<file path="src/rtl/polaris_pkg.sv">
// polaris_pkg: shared data-bus size encodings, bridge state enum and beat helpers
package polaris_pkg;
  localparam logic [1:0] DSIZ_BYTE  = 2'b00;
  localparam logic [1:0] DSIZ_HALF  = 2'b01;
  localparam logic [1:0] DSIZ_WORD  = 2'b10;
  localparam logic [1:0] DSIZ_DWORD = 2'b11;
  typedef enum logic [1:0] {ST_IDLE, ST_BUS, ST_DONE} bridge_state_e;
  function automatic logic [1:0] last_beat(input logic [1:0] siz);
    return siz == DSIZ_DWORD ? 2'd3 : siz == DSIZ_WORD ? 2'd2 - 2'd1 : 2'd0;
  endfunction
  function automatic logic [63:0] align_adr(input logic [63:0] adr, input logic [1:0] siz);
    return siz == DSIZ_DWORD ? {adr[63:3], 3'b0} :
           siz == DSIZ_WORD  ? {adr[63:2], 2'b0} : {adr[63:1], 1'b0};
  endfunction
endpackage

</file>
<file path="src/rtl/dbus_bridge_if.sv">
// dbus_bridge_if: CPU data-bus and 16-bit external-bus signals of the bridge
interface dbus_bridge_if;
  logic        dcyc_i;
  logic        dstb_i;
  logic        dwe_i;
  logic [1:0]  dsiz_i;
  logic        dsigned_i;
  logic [63:0] dadr_i;
  logic [63:0] ddat_i;
  logic        dack_o;
  logic [63:0] ddat_o;
  logic        wb_cyc_o;
  logic        wb_stb_o;
  logic        wb_we_o;
  logic [63:0] wb_adr_o;
  logic [1:0]  wb_sel_o;
  logic [15:0] wb_dat_o;
  logic [15:0] wb_dat_i;
  logic        wb_ack_i;
  modport master (
    output dcyc_i, dstb_i, dwe_i, dsiz_i, dsigned_i, dadr_i, ddat_i, wb_dat_i, wb_ack_i,
    input  dack_o, ddat_o, wb_cyc_o, wb_stb_o, wb_we_o, wb_adr_o, wb_sel_o, wb_dat_o
  );
  modport slave (
    input  dcyc_i, dstb_i, dwe_i, dsiz_i, dsigned_i, dadr_i, ddat_i, wb_dat_i, wb_ack_i,
    output dack_o, ddat_o, wb_cyc_o, wb_stb_o, wb_we_o, wb_adr_o, wb_sel_o, wb_dat_o
  );
endinterface

</file>
<file path="src/rtl/dbus_extend.sv">
// dbus_extend: picks the byte lane and sign/zero-extends an assembled load to 64 bits
module dbus_extend
  import polaris_pkg::*;
(
  input  logic [63:0] raw_i,
  input  logic [1:0]  siz_i,
  input  logic        signed_i,
  input  logic        lane_i,
  output logic [63:0] ext_o
);
  logic [7:0] b;
  // lane selection then extension from bit 7/15/31; dword passes through
  always_comb begin
    b = lane_i ? raw_i[15:8] : raw_i[7:0];
    ext_o = siz_i == DSIZ_BYTE ? {{56{signed_i & b[7]}}, b} :
            siz_i == DSIZ_HALF ? {{48{signed_i & raw_i[15]}}, raw_i[15:0]} :
            siz_i == DSIZ_WORD ? {{32{signed_i & raw_i[31]}}, raw_i[31:0]} : raw_i;
  end
endmodule

</file>
<file path="src/rtl/dbus_bridge.sv">
// dbus_bridge: splits 64-bit CPU loads/stores into naturally aligned 16-bit external beats
module dbus_bridge
  import polaris_pkg::*;
(
  input  logic         clk_i,
  input  logic         reset_i,
  dbus_bridge_if.slave bus
);
  bridge_state_e state_q, state_d;
  logic [63:0] dat_q, dat_d, rdat_q, rdat_d, ddat_q, ddat_d, wb_adr_q, wb_adr_d;
  logic [1:0]  siz_q, siz_d, beat_q, beat_d, sel_q, sel_d;
  logic        sgn_q, sgn_d, we_q, we_d;
  logic [63:0] asm_data, ext;
  logic        ack;
  assign ack = state_q == ST_BUS && bus.wb_ack_i;
  assign asm_data = (rdat_q & ~(64'hFFFF << {beat_q, 4'b0})) | ({48'b0, bus.wb_dat_i} << {beat_q, 4'b0});
  dbus_extend u_ext (
    .raw_i   (asm_data),
    .siz_i   (siz_q),
    .signed_i(sgn_q),
    .lane_i  (sel_q[1]),
    .ext_o   (ext)
  );
  // state and latched-request registers, cleared asynchronously
  always_ff @(posedge clk_i or negedge reset_i) begin
    if (!reset_i) begin
      state_q  <= ST_IDLE;
      dat_q    <= '0;
      rdat_q   <= '0;
      ddat_q   <= '0;
      wb_adr_q <= '0;
      siz_q    <= '0;
      beat_q   <= '0;
      sel_q    <= '0;
      sgn_q    <= 1'b0;
      we_q     <= 1'b0;
    end else begin
      state_q  <= state_d;
      dat_q    <= dat_d;
      rdat_q   <= rdat_d;
      ddat_q   <= ddat_d;
      wb_adr_q <= wb_adr_d;
      siz_q    <= siz_d;
      beat_q   <= beat_d;
      sel_q    <= sel_d;
      sgn_q    <= sgn_d;
      we_q     <= we_d;
    end
  end
  // accept a request in IDLE, step beats on each ack in BUS, pulse DONE once
  always_comb begin
    state_d  = state_q;
    dat_d    = dat_q;
    rdat_d   = rdat_q;
    ddat_d   = ddat_q;
    wb_adr_d = wb_adr_q;
    siz_d    = siz_q;
    beat_d   = beat_q;
    sel_d    = sel_q;
    sgn_d    = sgn_q;
    we_d     = we_q;
    case (state_q)
      ST_IDLE: if (bus.dcyc_i && bus.dstb_i) begin
        state_d  = ST_BUS;
        dat_d    = bus.ddat_i;
        rdat_d   = '0;
        wb_adr_d = align_adr(bus.dadr_i, bus.dsiz_i);
        siz_d    = bus.dsiz_i;
        beat_d   = '0;
        sel_d    = bus.dsiz_i != DSIZ_BYTE ? 2'b11 : bus.dadr_i[0] ? 2'b10 : 2'b01;
        sgn_d    = bus.dsigned_i;
        we_d     = bus.dwe_i;
      end
      ST_BUS: if (ack) begin
        rdat_d = asm_data;
        if (beat_q == last_beat(siz_q)) begin
          state_d = ST_DONE;
          ddat_d  = we_q ? ddat_q : ext;
        end else begin
          beat_d   = beat_q + 2'd1;
          wb_adr_d = wb_adr_q + 64'd2;
        end
      end
      default: state_d = ST_IDLE;
    endcase
  end
  assign bus.dack_o   = state_q == ST_DONE;
  assign bus.ddat_o   = ddat_q;
  assign bus.wb_cyc_o = state_q == ST_BUS;
  assign bus.wb_stb_o = state_q == ST_BUS;
  assign bus.wb_we_o  = we_q && state_q == ST_BUS;
  assign bus.wb_adr_o = wb_adr_q;
  assign bus.wb_sel_o = sel_q;
  assign bus.wb_dat_o = siz_q == DSIZ_BYTE ? {2{dat_q[7:0]}} : dat_q[{beat_q, 4'b0} +: 16];
endmodule
</file>
<file path="src/flat_wrapper.sv">
// flat-port wrapper written by rule: the top's interface ports become plain ports
module dbus_bridge_flat import polaris_pkg::*;
  (clk_i, reset_i, bus_dcyc_i, bus_dstb_i, bus_dwe_i, bus_dsiz_i, bus_dsigned_i, bus_dadr_i, bus_ddat_i, bus_wb_dat_i, bus_wb_ack_i, bus_dack_o, bus_ddat_o, bus_wb_cyc_o, bus_wb_stb_o, bus_wb_we_o, bus_wb_adr_o, bus_wb_sel_o, bus_wb_dat_o);
  dbus_bridge_if bus_i ();
  input  logic clk_i;
  input  logic reset_i;
  input wire logic [$bits(bus_i.dcyc_i)-1:0] bus_dcyc_i;
  input wire logic [$bits(bus_i.dstb_i)-1:0] bus_dstb_i;
  input wire logic [$bits(bus_i.dwe_i)-1:0] bus_dwe_i;
  input wire logic [$bits(bus_i.dsiz_i)-1:0] bus_dsiz_i;
  input wire logic [$bits(bus_i.dsigned_i)-1:0] bus_dsigned_i;
  input wire logic [$bits(bus_i.dadr_i)-1:0] bus_dadr_i;
  input wire logic [$bits(bus_i.ddat_i)-1:0] bus_ddat_i;
  input wire logic [$bits(bus_i.wb_dat_i)-1:0] bus_wb_dat_i;
  input wire logic [$bits(bus_i.wb_ack_i)-1:0] bus_wb_ack_i;
  output wire logic [$bits(bus_i.dack_o)-1:0] bus_dack_o;
  output wire logic [$bits(bus_i.ddat_o)-1:0] bus_ddat_o;
  output wire logic [$bits(bus_i.wb_cyc_o)-1:0] bus_wb_cyc_o;
  output wire logic [$bits(bus_i.wb_stb_o)-1:0] bus_wb_stb_o;
  output wire logic [$bits(bus_i.wb_we_o)-1:0] bus_wb_we_o;
  output wire logic [$bits(bus_i.wb_adr_o)-1:0] bus_wb_adr_o;
  output wire logic [$bits(bus_i.wb_sel_o)-1:0] bus_wb_sel_o;
  output wire logic [$bits(bus_i.wb_dat_o)-1:0] bus_wb_dat_o;
  assign bus_i.dcyc_i = bus_dcyc_i;
  assign bus_i.dstb_i = bus_dstb_i;
  assign bus_i.dwe_i = bus_dwe_i;
  assign bus_i.dsiz_i = bus_dsiz_i;
  assign bus_i.dsigned_i = bus_dsigned_i;
  assign bus_i.dadr_i = bus_dadr_i;
  assign bus_i.ddat_i = bus_ddat_i;
  assign bus_i.wb_dat_i = bus_wb_dat_i;
  assign bus_i.wb_ack_i = bus_wb_ack_i;
  assign bus_dack_o = bus_i.dack_o;
  assign bus_ddat_o = bus_i.ddat_o;
  assign bus_wb_cyc_o = bus_i.wb_cyc_o;
  assign bus_wb_stb_o = bus_i.wb_stb_o;
  assign bus_wb_we_o = bus_i.wb_we_o;
  assign bus_wb_adr_o = bus_i.wb_adr_o;
  assign bus_wb_sel_o = bus_i.wb_sel_o;
  assign bus_wb_dat_o = bus_i.wb_dat_o;
  dbus_bridge u_core (.clk_i(clk_i), .reset_i(reset_i), .bus(bus_i));
endmodule
</file>
<file path="config.mk">
export PLATFORM = sky130hd
export DESIGN_NAME = dbus_bridge_flat
export DESIGN_NICKNAME = d
export VERILOG_FILES = /design/src/rtl/polaris_pkg.sv /design/src/rtl/dbus_bridge_if.sv /design/src/rtl/dbus_extend.sv /design/src/rtl/dbus_bridge.sv /design/src/flat_wrapper.sv
export SDC_FILE = /design/constraint.sdc
export NUM_CORES = 1
export LEC_CHECK = 0
export CORE_MARGIN = 1
export CORE_UTILIZATION = 38
export DETAILED_ROUTE_END_ITERATION = 7
export SETUP_SLACK_MARGIN = 0.4
export SYNTH_ARGS = -nofsm -noshare
export SYNTH_HDL_FRONTEND = slang
export SYNTH_HIERARCHICAL = 1
export SYNTH_SLANG_ARGS = --single-unit
</file>
<file path="constraint.sdc">
create_clock -name clk_i -period 4.8 [get_ports clk_i]
set_input_delay 0.96 -clock clk_i [delete_from_list [all_inputs] [get_ports clk_i]]
set_output_delay 0.96 -clock clk_i [all_outputs]
set_load 0.005 [all_outputs]
</file>
Yosys cells after proc, flatten, opt, wreduce, memory -nomap -nowiden

Index checks and enable logic that the tools add are counted.

Flip-flop bits (word level): 266
Bits of input ports: 153
Output and inout bits: 150

Add/sub/neg operators: 2
Equal/unequal tests: 12
Shift-type cells: 3
Mux-type cells: 26
Bitwise logic cells: 7
Reductions and logical operators: 12

Operators with widths:

| kind                                                                     | number |
|---|---|
| 64-bit 2-to-1 mux                                                        | 8 |
| 64-bit case mux with 2 select lines                                      | 2 |
| 64-bit by 2-bit adder with 64-bit output (second input constant)         | 1 |
| 64-bit bitwise AND                                                       | 1 |
| 64-bit NOT                                                               | 1 |
| 64-bit OR                                                                | 1 |
| 64-bit by 7-bit variable part select with 16-bit output                  | 1 |
| 16-bit by 6-bit << shifter with 64-bit output                            | 1 |
| 16-bit by 6-bit << shifter with 64-bit output (first input constant)     | 1 |
| 2-bit 2-to-1 mux                                                         | 10 |
| 16-bit 2-to-1 mux                                                        | 1 |
| 2-bit equality test (second input constant)                              | 5 |
| 8-bit 2-to-1 mux                                                         | 1 |
| 2-bit case mux with 2 select lines                                       | 2 |
| 4-bit AND reduction                                                      | 2 |
| 2-bit by 1-bit inequality test with 1-bit output (second input constant) | 3 |
| 3-bit AND reduction                                                      | 2 |
| 2-bit by 1-bit equality test with 1-bit output (second input constant)   | 2 |
| 2-bit logical NOT                                                        | 2 |
| 2-bit nonzero test                                                       | 2 |
| 1-bit bitwise AND                                                        | 3 |
| 1-bit logical AND                                                        | 3 |
| 3-bit 2-to-1 mux                                                         | 1 |
| 2-bit by 1-bit adder with 2-bit output (second input constant)           | 1 |
| other kinds (5)                                                          | 5 |

Depth between registers and ports, before layout

Gate-level depths: netlist of run 1.

Depth in word-level cells: 8
Depth in mapped cells: 11

By module

Netlist of run 1, hierarchy kept.

Modules (own cells, without submodules):

| module      | times used | cells an instance | area an instance (µm²) | seq. area each (µm²) |
|---|---|---|---|---|
| dbus_bridge | 1          | 1569              | 13382.8                | 6631.4 |
| dbus_extend | 1          | 139               | 710.7                  | 0.0 |

Worst setup path after synthesis of run 1

No wires, ideal clock.

Path kind: register to output
Start: register u_core.beat_q[0]
End: output port bus_wb_dat_o[6]
Arrival: 1993 ps
Data required time: 3840 ps
Path slack: 1847 ps
Cell stages (with the launch flop): 8
Cell sequence: dfrtp_1 buf_1 clkbuf_1 clkbuf_1 mux2i_1 nand2_1 o21ai_0 a21oi_1

Word-level cells in the longest chain between the ends: 2

Ends and longest elaborated chain:

| element                                                 | line               | source |
|---|---|---|
| start, declared                                         | dbus_bridge.sv:11  | `logic [1:0] siz_q, siz_d, beat_q, beat_d, sel_q, sel_d;` |
| start signal, assigned                                  | dbus_bridge.sv:44  | `beat_q <= beat_d;` |
| 64-bit by 7-bit variable part select with 16-bit output | dbus_bridge.sv:94  | `assign bus.wb_dat_o = siz_q == DSIZ_BYTE ? {2{dat_q[7:0]}} : dat_q[{beat_q, 4'b0} +: 16];` |
| 16-bit 2-to-1 mux                                       | dbus_bridge.sv:94  |  |
| end, declared                                           | flat_wrapper.sv:23 | `output wire logic [$bits(bus_i.wb_dat_o)-1:0] bus_wb_dat_o;` |

Every way passes these cells.

Worst setup path after layout of run 1

Start: register u_core.beat_q[1]
End: output port bus_wb_dat_o[7]

Same word-level chain as after synthesis.

==> flow_summary.json, run 1 <==
{
  "syn_area_sq_um": 14100,
  "crit_slowest_cell": "dfrtp_1",
  "vias": 13300,
  "fin_setup_tns_ps": 0,
  "syn_inst": 1708,
  "place_congestion": 0.879,
  "fin_skew_ps": 18.0,
  "drv_slew": 0,
  "clockBufferDepth": 3,
  "dp_hpwl_mm": 32.8,
  "io_buffers": 301,
  "start_kind": "flip-flop",
  "critPathArrivalTime_ps": 3070,
  "outcome": "finished clean",
  "worstPathMaxFanout": 16,
  "cts_tree": "done",
  "yosys.area.top_type": "dfrtp_1",
  "ff2ff_setup_slack_ps": 1300,
  "syn_to_final_growth_pct": 32.1,
  "setup_viol": 0,
  "drt-pass1-iter-count": 5,
  "rsz0062_at_grt": "no",
  "ys_ff_latch": 265,
  "grt_pass1_wl_mm": 75.7,
  "cp_data_required_time_ps": 3840,
  "layout.nets": 2115,
  "power.total_mw": 12.3,
  "path_buf_inv": 2,
  "postLayoutCellArea_sq_um": 18600,
  "io_pins": 303,
  "grt.total_usage": 0.252,
  "htree_levels": 2,
  "finalHoldViolCount": 0,
  "ys_types": 67,
  "final_cell_mix": "nand2_1, clkdlybuf4s50_1, dfrtp_1",
  "leakage_nw": 8.13,
  "routed_via_density": 5.43,
  "gr-total-overflow": 0,
  "dieArea_sq_um": 37900,
  "wirelength_mm": 47.9,
  "grt_max_degree": 129,
  "path_cells": "inv_1 > nor2_1 > o211ai_1 > o211ai_1 > clkdlybuf4s50_1",
  "final_core_util": 0.510,
  "worstSkewPairLatency_ps": 510,
  "rows": 70,
  "drt-initial-drc-count": 1041,
  "core-area_sq_um": 36500,
  "yosysWarnings": 6,
  "powerDensity_nw_per_um2": 661,
  "antenna_found_initial": 9,
  "crit_path_end_kind": "primary output",
  "drv_cap": 0,
  "wl_per_cell_um": 19.5,
  "syn_area_per_cell_sq_um": 8.25,
  "grt_pass1_vias": 13100,
  "cts_hold_buf": 0,
  "synth.area.top_cells": "dfrtp_1, nand2_1, o21ai_0",
  "cpLargestDelayFamily": "buffers and inverters",
  "clock-sinks": 265,
  "placed_cell_area_sq_um": 17500,
  "tightest_slew_ps": 1300,
  "layout_commonest_cell": "nand2_1",
  "drc": 0,
  "synth-seq-area-share": 0.471,
  "die_h_um": 195,
  "synth_top_cell_area_share": 0.471,
  "finalCritPeriodShare": 0.840,
  "clockRootBuffer": "clkbuf_16",
  "crit_type": "flip-flop to primary output",
  "fmax_mhz": 248,
  "vdd_ir_drop_max_mv": 0.345,
  "cts_setup_buffers": 0,
  "cp_slowest_stage_delay_ps": 790,
  "tritoncts.num_buffers": 34,
  "synthFlopType": "dfrtp_1",
  "synthArstFlopShare": 1.00,
  "path_common_cell": "o211ai_1",
  "relSlewSlack": 0.126,
  "initial_core_util": 0.386,
  "period_minus_slack_ps": 4030,
  "post_cts_resized": 0,
  "fp.dieW_um": 195,
  "drtAntennaViolNets": 0,
  "drive_above_1_share": 0.0878,
  "synth_edf_count": 0,
  "worstHoldPathType": "flip-flop to flip-flop",
  "clk_pin_slew_worst_paths_ps": 60,
  "synth_fp_nets": 1866
}
[where the power goes]
group | total (mW) | switching, mW | leakage, nW | internal, mW
sequential | 4.06 | 0.892 | 3.38 | 3.17
clock | 2.54 | 1.01 | 0.551 | 1.53
combinational | 5.71 | 3.13 | 4.20 | 2.58
total | 12.3 | 5.03 | 8.13 | 7.28
[sequential cells by signal, summed over array words and instances (netlist names)]
register             cells
u_core/siz_q             2
u_core/state_q           2
u_core/bus.ddat_o       64
u_core/bus.wb_adr_o     63
u_core/we_q              1
u_core/rdat_q           64
u_core/beat_q            2
u_core/dat_q            64
u_core/bus.wb_sel_o      2
u_core/sgn_q             1
[worst paths after layout]
check,startpoint,end,cells past startpoint
max,u_core/beat_q[1],bus_wb_dat_o[7],5
min,u_core/dat_q[45],u_core/dat_q[45],2
max reg2reg,u_core/beat_q[1],u_core/bus.ddat_o[20],8
min reg2reg,u_core/dat_q[45],u_core/dat_q[45],2
max in group asynchronous,reset_i,u_core/dat_q[54],2
min in group asynchronous,reset_i,u_core/bus.ddat_o[27],1
[cell usage after synthesis, drive strengths merged (2+ instances only)]
library cell,instances
clkbuf,100
or2,6
a2bb2oi,7
and2,12
nor2,54
nor3,29
and4,9
a41oi,2
nand3b,2
nand3,51
or4,6
o22a,11
nor4,13
buf,15
a32oi,3
a31oi,10
o211ai,5
ha,5
or3,12
and3,12
inv,71
mux4,8
mux2,72
nand2,551
o22ai,14
o2bb2ai,3
o21ai,175
dfrtp,265
a21o,11
mux2i,14
nand4,24
o31ai,2
a211oi,3
a22oi,3
a21oi,109
o311ai,4
[routing by layer]
metal,vias up,track usage,share of wire
met4,6,0.0835,0.028
met3,88,0.0670,0.079
li1,6311,-,-
met2,485,0.382,0.44
met5,-,0,0.00086
met1,6449,0.349,0.45
[tightest hold or removal path: stages, from the launching register on]
cell	delay [ps]
dfrtp_1	340
nand2_1	50
nand2_1	50
[cells by family (layout without fill, tap and decap cells)]
family	Yosys count	after routing	share of synthesized area
AOI/OAI and AO/OA	370	370	0.148
xor gates and xnor gates	1	1	0.000622
adders and majority gates	5	5	0.00444
buffers and inverters	186	460	0.0523
other	1	7	0.000266
DFF	265	265	0.471
muxes	94	94	0.0803
and+or+nand+nor	786	786	0.243
[area by class of cell]
class,count,area [sq um]
antenna,6,15.0
clock buffer,43,926
clock inverter,18,175
fill,3493,17900
inverter,71,269
multi-input combinational,1257,6770
sequential,265,6630
tap,468,586
timing repair buffer,328,3250
[stage by stage]
| stage | instances | setup slack [ps] | hold slack, ps |
|---|---|---|---|
| final | 2456 | 768 | 472 |
| after global routing | 2455 | 622 | 495 |
| after CTS | 2450 | 750 | 475 |
| after detailed placement | 2389 | 1310 | 461 |
| after global placement | 2389 | 1370 | 453 |
| after floorplan | 1708 | 1850 | 437 |
Power figures use the tool's default switching activity.
==> inputs of run 2 (changes only) <==
==> constraint.sdc (replaced) <==
create_clock -name clk_i -period 4.1 [get_ports clk_i]
set_input_delay 0.82 -clock clk_i [delete_from_list [all_inputs] [get_ports clk_i]]
set_output_delay 0.82 -clock clk_i [all_outputs]
set_load 0.005 [all_outputs]
==> run 2 against run 1 <==
Compared with the run above: clock-buffer cell count up 11; sequential power up 16%; clock power up 16%; highest routed layer unchanged.
==> flow_summary.json, run 2 (synthesis results as in run 1) <==
{
  "outcome": "finished clean",
  "post_cts_resized": 0,
  "clockBufferDepth": 3,
  "wl_per_cell_um": 19.2,
  "htree_levels": 2,
  "rsz0062_at_grt": "no",
  "busiest_layer": "met2",
  "powerDensity_nw_per_um2": 771,
  "relSlewSlack": 0.149,
  "rows": 70,
  "fp.dieW_um": 195,
  "leakage_nw": 8.15,
  "vdd_ir_drop_max_mv": 0.420,
  "drv_slew": 0,
  "drtAntennaViolNets": 0,
  "syn_to_final_growth_pct": 32.4,
  "wirelength_mm": 46.9,
  "start_kind": "flip-flop",
  "worstSkewPairLatency_ps": 510,
  "fin_skew_ps": 21.4,
  "final_cell_mix": "nand2_1, clkdlybuf4s50_1, dfrtp_1",
  "layout_commonest_cell": "nand2_1",
  "use_met2": 0.382,
  "routed_via_density": 5.42,
  "die_h_um": 195,
  "core-area_sq_um": 36500,
  "tightest_slew_ps": 1270,
  "vias": 13300,
  "finalHoldViolCount": 0,
  "worstPathMaxFanout": 16,
  "drt-pass1-iter-count": 5,
  "finalCritPeriodShare": 0.855,
  "power_frac_comb": 0.469,
  "io_pins": 303,
  "p_seq_frac": 0.327,
  "setup_viol": 0,
  "path_cells": "nor2_1 > buf_4 > nor2_1 > o211ai_1 > o211ai_1 > clkdlybuf4s50_1",
  "grt_pass1_wl_mm": 74.3,
  "clockRootBuffer": "clkbuf_16",
  "antenna_found_initial": 3,
  "cts_hold_buf": 0,
  "use_met1": 0.339,
  "layout.nets": 2116,
  "crit_path_end_kind": "primary output",
  "drc": 0,
  "tritoncts.num_buffers": 34,
  "place_inst": 2390,
  "cts_setup_buffers": 0,
  "fin_setup_tns_ps": 0,
  "period_minus_slack_ps": 3510,
  "final_cells": 2448,
  "clockPowerShare": 0.204,
  "sw_frac_of_total": 0.405,
  "dp_hpwl_mm": 32.5,
  "fmax_mhz": 285,
  "io_buffers": 301,
  "gr-total-overflow": 0,
  "grt_pass1_vias": 12900,
  "p_int_mw": 8.57,
  "antenna_cells": 0,
  "clock-sinks": 265,
  "place_congestion": 0.903,
  "p_switching_mw": 5.82,
  "crit_slowest_cell": "dfrtp_1",
  "dieArea_sq_um": 37900,
  "cp_data_required_time_ps": 3280,
  "cts_tree": "done",
  "crit_type": "flip-flop to primary output",
  "clk_pin_slew_worst_paths_ps": 60,
  "initial_core_util": 0.386,
  "grt_max_degree": 101,
  "use_met3": 0.0599,
  "cp_slowest_stage_delay_ps": 610,
  "num-fill-cells": 3480,
  "drv_cap": 0,
  "drt-initial-drc-count": 1032,
  "grt.total_usage": 0.247,
  "drive_above_1_share": 0.0864,
  "worstHoldPathType": "primary input to asynchronous set/reset pin",
  "critPathArrivalTime_ps": 2690
}
==> run 2: path summary, 6_finish.rpt <==
check                            startpoint                       to  slack (ps)  cells past startpoint
max                         u_core/siz_q[1]          bus_wb_dat_o[7]         590                      6
min                                 reset_i  u_core/bus.wb_adr_o[12]         290                      1
max reg2reg                u_core/beat_q[0]    u_core/bus.ddat_o[47]        1060                      9
min reg2reg                u_core/dat_q[43]         u_core/dat_q[43]         470                      2
max in group asynchronous           reset_i  u_core/bus.wb_adr_o[37]        2870                      2
min in group clk_i         u_core/dat_q[43]         u_core/dat_q[43]         470                      2
==> run 2: cell type report <==
type | count | area, sq um | share of cell area
clock inverters | 4 | 20.0 | 0.00107
inverters | 71 | 269 | 0.0144
well taps | 468 | 586 | 0.0314
multi-input cells | 1257 | 6770 | 0.363
clock buffers | 54 | 1090 | 0.0584
repair buffers | 329 | 3290 | 0.176
flip-flops and latches | 265 | 6630 | 0.355
==> run 2: per-stage QoR <==
step	hold slack (ps)	cell area (sq um)	util	total power, mW	setup slack [ps]
floorplan	437	14100	-	8.35	1290
global placement	455	17600	0.481	11.4	946
detailed placement	457	17600	0.481	11.5	882
CTS	332	18700	0.511	14.5	572
global route	353	18700	0.511	15.4	415
finish	291	18700	0.511	14.4	594
==> run 2: power by group through the flow <==
stage | Clock (mW) | Sequential (mW) | Combinational (mW)
2_1_floorplan | 0 | 4.47 | 3.87
3_3_place_gp | 0 | 4.71 | 6.67
3_5_place_dp | 0 | 4.74 | 6.74
4_1_cts | 3.01 | 4.71 | 6.78
5_1_grt | 3.10 | 4.87 | 7.46
6_report | 2.94 | 4.71 | 6.75
==> run 2: worst max-delay path: cells and delay by family (launching register included) <==
family	cells	cell delay, ps
buffers and inverters	2	750
flip-flops	1	610
AND/OR/NAND/NOR	2	500
AO/OA/AOI/OAI	2	330
==> run 2: metal layers <==
layer / wire, um / up-vias
met3: 4000 / 87
li1: - / 6321
met1: 20300 / 6311
met2: 21300 / 551
met4: 1340 / 6
met5: 45 / -
==> inputs of run 3 (changes only) <==
--- a/config.mk
+++ b/config.mk
@@ -5,6 +5,7 @@
 export SDC_FILE = /design/constraint.sdc
 export NUM_CORES = 1
 export LEC_CHECK = 0
+export ABC_AREA = 1
 export CORE_MARGIN = 1
 export CORE_UTILIZATION = 38
 export DETAILED_ROUTE_END_ITERATION = 7
==> run 3 against run 2 <==
Compared with the run above: design area up 4.3%; sequential share of layout area down 1.5 points; worst setup slack better by 110 ps; via count up 17%; clock skew down 5.8 ps; sequential cell count unchanged; power up 3.6%; critical endpoint is now bus_wb_dat_o[9]; core utilization down 1.3 points; non-clock buffer count down 5; area after synthesis up 8.1%; die area up 8.0%.
==> flow_summary.json, run 3 <==
{
  "synth-seq-area-share": 0.435,
  "cts_hold_buf": 0,
  "worstPathMaxFanout": 75,
  "path_common_cell": "o21ai_0",
  "worstHoldPathType": "primary input to asynchronous set/reset pin",
  "grt_max_degree": 90,
  "fin_skew_ps": 15.6,
  "fin_setup_tns_ps": 0,
  "yosysWarnings": 6,
  "tightest_slew_ps": 1090,
  "clk_pin_slew_worst_paths_ps": 60,
  "synth.area.mux_share": 0,
  "gr-total-overflow": 0,
  "grt_pass1_vias": 15200,
  "synth_fa_ha_area_frac": 0.00411,
  "final_cell_mix": "nand2_1, clkdlybuf4s50_1, nor2_1",
  "reg2reg_depth": 10,
  "fp.dieW_um": 202,
  "ys_types": 34,
  "setup_viol": 0,
  "die_h_um": 202,
  "cp_slowest_stage_delay_ps": 550,
  "start_kind": "flip-flop",
  "synth_top_family_by_area": "simple AND/OR/NAND/NOR gates",
  "synthXorXnorAreaFrac": 0.00460,
  "syn_area_sq_um": 15200,
  "dp_hpwl_mm": 39.1,
  "wirelength_mm": 55.6,
  "drtAntennaViolNets": 0,
  "drc": 0,
  "finalHoldViolCount": 0,
  "ff2ff_setup_slack_ps": 1060,
  "cts_setup_buffers": 0,
  "netlist_top_cells_count": "nand2_1, nor2_1, dfrtp_1",
  "synth.area.top_cells": "dfrtp_1, nand2_1, nand3_1",
  "synthFlopType": "dfrtp_1",
  "path_cells": "buf_6 > a21oi_1 > o21ai_0 > nand3_1 > o21ai_0 > clkdlybuf4s50_1",
  "p_int_mw": 8.34,
  "synth_fp_nets": 2357,
  "clock-sinks": 265,
  "place_congestion": 0.922,
  "rows": 72,
  "synth-simple-area-share": 0.340,
  "num-fill-cells": 3984,
  "cts_tree": "done",
  "rsz0062_at_grt": "no",
  "routed_via_density": 5.25,
  "power_frac_comb": 0.486,
  "syn_to_final_growth_pct": 27.8,
  "synth_top_cell_area_share": 0.435,
  "io_pins": 303,
  "critPathArrivalTime_ps": 2580,
  "ys_ff_latch": 265,
  "syn_area_per_cell_sq_um": 6.93,
  "timing.rr.end": "u_core/bus.ddat_o[9]",
  "drive_above_1_share": 0.0466,
  "clockBufferDepth": 3,
  "crit_type": "flip-flop to primary output",
  "sw_frac_of_total": 0.440,
  "htree_levels": 2,
  "synthArstFlopShare": 1.00,
  "drv_cap": 0,
  "layout_commonest_cell": "nand2_1",
  "yosys.area.top_type": "dfrtp_1",
  "synth_edf_count": 0,
  "finalCritPeriodShare": 0.829,
  "initial_core_util": 0.390,
  "io_buffers": 301,
  "vdd_ir_drop_max_mv": 0.581,
  "drt-pass1-iter-count": 5,
  "layout.nets": 2578,
  "clockPowerShare": 0.197,
  "p_seq_frac": 0.318,
  "fmax_mhz": 294,
  "startpoint": "u_core/beat_q[0]",
  "p_switching_mw": 6.56,
  "hold_ws_ps": 260,
  "relSlewSlack": 0.274,
  "grt_pass1_wl_mm": 87.1,
  "timing.rr.start": "u_core/beat_q[0]",
  "syn_inst": 2199,
  "post_cts_resized": 0,
  "crit_slowest_cell": "clkdlybuf4s50_1",
  "drt-initial-drc-count": 1426,
  "vias": 15600,
  "wl_per_cell_um": 18.8,
  "powerDensity_nw_per_um2": 766,
  "clockRootBuffer": "clkbuf_16",
  "grt.total_usage": 0.272,
  "antenna_found_initial": 3,
  "crit_path_end_kind": "primary output",
  "leakage_nw": 8.73,
  "synth_compound_area_frac": 0.122,
  "period_minus_slack_ps": 3400,
  "drv_slew": 0,
  "outcome": "finished clean",
  "core-area_sq_um": 39100,
  "dieArea_sq_um": 40900,
  "cp_data_required_time_ps": 3280,
  "tritoncts.num_buffers": 34,
  "post-synth-top-count-cell": "nand2_1",
  "worstSkewPairLatency_ps": 530
}
[run 3: cell types whose count changed after synthesis, moves of 25 or more]
cell,previous run,this run
nor2_1,53,270
nand3_1,48,251
nand2_1,551,674
inv_1,71,184
o22ai_1,14,75
mux2_2,55,0
a21oi_1,109,56
clkbuf_1,100,61
buf_2,4,36
nor3_1,26,1
[run 3: final cells by class]
cell class / instances / area (sq um) / area share
Clock inverter: 8 / 83.8 / 0.00431
Antenna cell: 1 / 2.50 / 0.000129
Tap cell: 518 / 648 / 0.0333
Multi-Input combinational cell: 1606 / 7180 / 0.369
Timing Repair Buffer: 324 / 3210 / 0.165
Inverter: 189 / 713 / 0.0366
Sequential cell: 265 / 6630 / 0.341
Clock buffer: 52 / 990 / 0.0508
[run 3: worst max path at each step]
stage | cells after the start | endpoint | slack [ps]
6_report | 6 | bus_wb_dat_o[9] | 700
5_1_grt | 6 | bus_wb_dat_o[9] | 500
4_1_cts | 6 | bus_wb_dat_o[15] | 470
3_5_place_dp | 10 | u_core/bus.ddat_o[62] | 780
3_3_place_gp | 10 | u_core/bus.ddat_o[61] | 890
2_1_floorplan | 15 | u_core/bus.ddat_o[33] | 1400
[run 3: through the flow]
| stage | cell area, sq um | worst slack (ps) | total power, mW | utilization | instances |
|---|---|---|---|---|---|
| finish | 19500 | 701 | 14.9 | 0.498 | 2963 |
| global route | 19500 | 505 | 16.1 | 0.498 | 2963 |
| detailed placement | 18400 | 783 | 12.0 | 0.470 | 2902 |
| global placement | 18400 | 895 | 11.9 | 0.470 | 2902 |
| floorplan | 15200 | 1400 | 8.82 | - | 2199 |
| CTS | 19500 | 475 | 15.0 | 0.498 | 2962 |
[run 3: cells by family after synthesis]
| family | Yosys count |
|---|---|
| AOI/OAI and AO/OA | 347 |
| other | 1 |
| DFF | 265 |
| xor gates and xnor gates | 8 |
| adders and majority gates | 5 |
| and+or+nand+nor | 1245 |
| buffers and inverters | 328 |
[run 3: per-layer routing]
metal  up-vias  part of all wire  global-route usage  wire, um
met5         -           0.00045                   0        25
met4         4             0.031              0.0889      1740
li1       7519                 -                   -         -
met1      7355              0.44               0.375     24600
met3        91             0.070              0.0492      3900
met2       595              0.46               0.431     25400
[run 3: critical path, delay by kind of cell (launching register included)]
kind            cells  cell delay, ps
compound gates      3             470
buf+inv             2            1000
flops               1             390
simple gates        1             120
[run 3: power groups by stage]
| stage | Combinational [mW] | Sequential (mW) | Clock (mW) |
|---|---|---|---|
| floorplan | 4.37 | 4.45 | 0 |
| global placement | 7.10 | 4.76 | 0 |
| detailed placement | 7.20 | 4.76 | 0 |
| CTS | 7.24 | 4.74 | 2.98 |
| global route | 8.08 | 4.88 | 3.09 |
| finish | 7.24 | 4.74 | 2.93 |
